`src/rtl/mux_select_arbiter.sv`:
```
// Round-robin arbiter driving a shared mux: registered one-hot grant plus binary select.
// Define MUX_ARB_TIMEOUT_EN to add a hold counter that forces release after MAX_HOLD cycles.
module mux_select_arbiter #(
  parameter int N        = 4,
  parameter int SEL_W    = 2,
  parameter int MAX_HOLD = 15
) (
  input  logic             clk,
  input  logic             reset,
  input  logic [N-1:0]     req,
  output logic [N-1:0]     grant,
  output logic [SEL_W-1:0] sel,
  output logic             busy
`ifdef MUX_ARB_TIMEOUT_EN
  ,
  output logic             timeout
`endif
);
  typedef enum logic {IDLE, OWNED} state_e;

  state_e           state_q;
  logic [N-1:0]     grant_q;
  logic [SEL_W-1:0] sel_q, ptr_q;
  logic             busy_q;

  logic [SEL_W-1:0] rel_ptr, win_idle, win_rel;
  logic             hit_idle, hit_rel, owner_req, expire;

  // First set bit of r scanning cyclically from start; returns {found, index}.
  function automatic logic [SEL_W:0] scan(input logic [N-1:0] r, input logic [SEL_W-1:0] start);
    logic             found;
    logic [SEL_W-1:0] idx;
    int               j;
    found = 1'b0;
    idx   = '0;
    for (int i = 0; i < N; i++) begin
      j = int'(start) + i;
      if (j >= N) j = j - N;
      if (!found && r[SEL_W'(j)]) begin
        found = 1'b1;
        idx   = SEL_W'(j);
      end
    end
    return {found, idx};
  endfunction

  function automatic logic [N-1:0] onehot(input logic [SEL_W-1:0] i);
    logic [N-1:0] o;
    o    = '0;
    o[i] = 1'b1;
    return o;
  endfunction

  // While owned, sel_q is the owner, so grant_q masks the owner out of the handoff scan.
  always_comb begin
    rel_ptr               = (sel_q == SEL_W'(N - 1)) ? '0 : sel_q + 1'b1;
    {hit_idle, win_idle}  = scan(req, ptr_q);
    {hit_rel, win_rel}    = scan(req & ~grant_q, rel_ptr);
    owner_req             = req[sel_q];
  end

`ifdef MUX_ARB_TIMEOUT_EN
  localparam int CNT_W = $clog2(MAX_HOLD + 1);
  logic [CNT_W-1:0] cnt_q;
  logic             timeout_q;

  assign expire  = owner_req && (cnt_q == CNT_W'(MAX_HOLD - 1));
  assign timeout = timeout_q;
`else
  logic [31:0] unused_max_hold;
  assign unused_max_hold = MAX_HOLD;
  assign expire          = 1'b0;
`endif

  always_ff @(posedge clk or posedge reset) begin
    if (reset) begin
      state_q <= IDLE;
      grant_q <= '0;
      sel_q   <= '0;
      ptr_q   <= '0;
      busy_q  <= 1'b0;
`ifdef MUX_ARB_TIMEOUT_EN
      cnt_q     <= '0;
      timeout_q <= 1'b0;
`endif
    end else begin
`ifdef MUX_ARB_TIMEOUT_EN
      timeout_q <= 1'b0;
`endif
      case (state_q)
        IDLE: begin
          if (hit_idle) begin
            state_q <= OWNED;
            grant_q <= onehot(win_idle);
            sel_q   <= win_idle;
            busy_q  <= 1'b1;
`ifdef MUX_ARB_TIMEOUT_EN
            cnt_q   <= '0;
`endif
          end
        end
        OWNED: begin
          if (!owner_req || (expire && hit_rel)) begin
            ptr_q <= rel_ptr;
            if (hit_rel) begin
              grant_q <= onehot(win_rel);
              sel_q   <= win_rel;
`ifdef MUX_ARB_TIMEOUT_EN
              cnt_q     <= '0;
              timeout_q <= owner_req;
`endif
            end else begin
              state_q <= IDLE;
              grant_q <= '0;
              busy_q  <= 1'b0;
            end
          end
`ifdef MUX_ARB_TIMEOUT_EN
          else if (expire) cnt_q <= '0;
          else             cnt_q <= cnt_q + 1'b1;
`endif
        end
        default: state_q <= IDLE;
      endcase
    end
  end

  assign grant = grant_q;
  assign sel   = sel_q;
  assign busy  = busy_q;

endmodule

```
`config.mk`:
```
export PLATFORM = sky130hd
export DESIGN_NAME = mux_select_arbiter
export DESIGN_NICKNAME = d
export VERILOG_FILES = /design/src/rtl/mux_select_arbiter.sv
export SDC_FILE = /design/constraint.sdc
export NUM_CORES = 1
export LEC_CHECK = 0
export CORE_UTILIZATION = 45
export DETAILED_ROUTE_END_ITERATION = 6
export GPL_TIMING_DRIVEN = 0
export PLACE_DENSITY = 0.67
export SLEW_MARGIN = 0
export SYNTH_ARGS = -nofsm -noshare
export SYNTH_HDL_FRONTEND = slang
export SYNTH_SLANG_ARGS = --single-unit
```
`constraint.sdc`:
```
create_clock -name clk -period 3.2 [get_ports clk]
set_clock_uncertainty 0.15 [all_clocks]
set_input_delay 0.32 -clock clk [delete_from_list [all_inputs] [get_ports clk]]
set_output_delay 0.32 -clock clk [all_outputs]
set_load 0.02 [all_outputs]
```
==> results.yml <==
clock_network:
  clk_pin_slew_ns: 0.08
  post_cts_buffers: 0
  cts_buffers: 3
  cts_tree: "done"
  postCtsHoldBufs: 0
  clock-sinks: 10
  root_buffer: "clkbuf_4"
  clockBufferDepth: 2
  cts_resized: 0
  clock_latency_ns: 0.27
  htree_num_levels: 1
power:
  power_mw: 1.13
  power_density_nw_per_um2: 1210
  p_sw_share_pct: 45.8
  pwr-share-clk_pct: 10.6
  seqPwrFrac_pct: 22.6
  p_switching_uw: 518
  internal_power_uw: 614
  leakagePower_nw: 0.393
  ir_drop_mv: 0.565
  p_comb_share_pct: 66.8
critical_path:
  crit_chain: "clkdlybuf4s50_1, and2b_1, o41ai_4, nand2_1, nand2_1, mux2_2"
  end_kind: "register"
  startpoint_type: "input port"
  cpMostUsedCell: "nand2_1"
  path_depth: 6
  r2r_cells: 6
  crit_type: "in2reg"
  crit_required_ns: 3.21
  crit_end: "sel[0]$_DFFE_PP0P_"
  crit_path_top_delay_cell: "clkdlybuf4s50_1"
  rrSetupSlack_ns: 1.18
  r2r-start: "sel[0]$_DFFE_PP0P_"
  crit_fanout: 7
  critPathArrivalTime_ns: 2.14
  r2r_end: "sel[0]$_DFFE_PP0P_"
  cp_top_family: "buffers and inverters"
  cpPeakStageDelay_ns: 0.51
  crit_buf_inv: 1
  startpoint: "req[1]"
yosys:
  syn_area_um2: 757
  avgSynthCellArea_um2: 9.01
  synthCells: 84
  ys_seq_area_share_pct: 33.1
  synth_seq_cells: 10
  synth_nets: 91
  yosysUniqueCellTypes: 36
  synth_warnings: 0
global_route:
  grt_overflow: 0
  grt_pass1_vias: 679
  grt_max_degree: 11
  grt_usage_pct: 22.8
  antenna_found_initial: 0
  grt_pass1_wl_mm: 3.08
sta:
  max_slew_margin_pct: 68.2
  worst_pin_slew_ns: 0.476
  slew_viol_final: 0
  holdWs_ns: 0.175
  fmax_ghz: 0.470
  min_period_ns: 2.13
  setup_viol: 0
  rsz0062_at_grt: "no"
  setup_tns_ns: 0
  hold_viol: 0
  fin_crit_sh_pct: 66.5
floorplan:
  dieWidth_um: 43.0
  die_y_um: 43.0
  fp.coreArea_um2: 1540
  io_pins: 13
  die-area_um2: 1850
  initial_core_util_pct: 49.1
  row_count: 14
drt:
  drt_wl_total_mm: 1.86
  first_pass_iters: 4
  antenna_left: 0
  wl_per_cell_um: 16.1
  drt_iter0_drc: 23
  post_drt_via_cell_ratio: 6.08
  num_vias: 705
  route.detailed.drc: 0
layout:
  area_growth_pct: 23.3
  layout_commonest_cell: "clkdlybuf4s50_1"
  final_cell_mix: "clkdlybuf4s50_1 (12), dfrtp_1 (10), nor2_1 (9)"
  nets: 108
  n_antenna_cell: 0
  drive_gt1_share_pct: 16.0
worst_hold_path:
  worstHoldPathType: "in2async"
place:
  portBuffers: 12
  hpwl_mm: 1.36
  finalWeightedCongestion: 0.820
run_status:
  outcome: "finished, final reports clean"
run:
  maxCapViolCount: 0
layout make-up:
cell class	instances	area, um2
plain buffers	1	5.00
clock buffers	4	36.3
inverters	4	15.0
fillers	136	608
flip-flops and latches	10	250
multi-input cells	69	487
repair buffers	12	120
well taps	16	20.0
metal layers:
layer	share of wire (%)	GRT usage, %
met1	45	31.5
met2	48	36.1
met3	5.4	2.55
met4	1.6	9.70
met5	0	0
power by group through the flow:
stage / Sequential, mW / Clock [mW] / Combinational, mW
2_1_floorplan: 0.297 / 0 / 0.496
3_3_place_gp: 0.254 / 0 / 0.731
3_5_place_dp: 0.256 / 0 / 0.746
4_1_cts: 0.254 / 0.122 / 0.750
5_1_grt: 0.264 / 0.126 / 0.828
6_report: 0.256 / 0.120 / 0.756
cell usage after synthesis (all sizes together):
library cell,number,area (um2)
or3b,2,17.5
nor2b,2,12.5
or3,2,12.5
and2b,3,23.8
a211oi,1,7.51
o22ai,2,12.5
o2bb2ai,1,8.76
nor4,1,6.26
a21o,1,7.51
o21ai,4,20.0
or2,2,12.5
o21bai,1,7.51
o21ba,1,10.0
a21oi,4,20.0
and2,1,6.26
o2bb2a,1,10.0
nand2b,5,33.8
o32ai,3,33.8
nand3,2,10.0
mux2i,1,10.0
nor2,9,33.8
ha,1,12.5
mux4,1,22.5
o41ai,1,27.5
inv,4,15.0
a31oi,4,25.0
buf,1,5.00
dfrtp,10,250
nand2,9,41.3
mux2,2,22.5
a311o,1,10.0
a22o,1,8.76
through the flow:
step | setup slack (ns) | util, % | instance area [um2] | std cells
after floorplan | 1.32 | - | 757 | 84
after global placement | 0.819 | 58.2 | 897 | 112
after detailed placement | 0.803 | 58.2 | 897 | 112
after CTS | 1.08 | 60.6 | 933 | 116
after global routing | 0.958 | 60.6 | 933 | 116
final | 1.07 | 60.6 | 933 | 116
kinds of logic (layout without fill, tap and decap cells):
kind of cell / after synthesis / count (layout) / share of synthesized area, %
DFF: 10 / 10 / 33.1
AOI/OAI and AO/OA: 26 / 26 / 27.6
and+or+nand+nor: 38 / 38 / 27.8
muxes: 4 / 4 / 7.27
buffers and inverters: 5 / 21 / 2.64
adders and majority gates: 1 / 1 / 1.65
sequential cells by signal, indices dropped and copies added (netlist names):
register	count
busy	1
sel	2
ptr_q	2
state_q	1
grant	4
worst min-delay path by stage:
stage                                start            endpoint  slack, ns  cells past startpoint
after floorplan                      reset    busy$_DFFE_PP0P_       0.01                      1
after global placement    busy$_DFFE_PP0P_    busy$_DFFE_PP0P_       0.31                      1
after detailed placement  busy$_DFFE_PP0P_    busy$_DFFE_PP0P_       0.33                      1
after CTS                            reset  sel[0]$_DFFE_PP0P_       0.19                      2
after global routing                 reset  sel[0]$_DFFE_PP0P_       0.25                      2
final                                reset  sel[0]$_DFFE_PP0P_       0.18                      2
No activity file was read; power rests on OpenSTA's default activity.
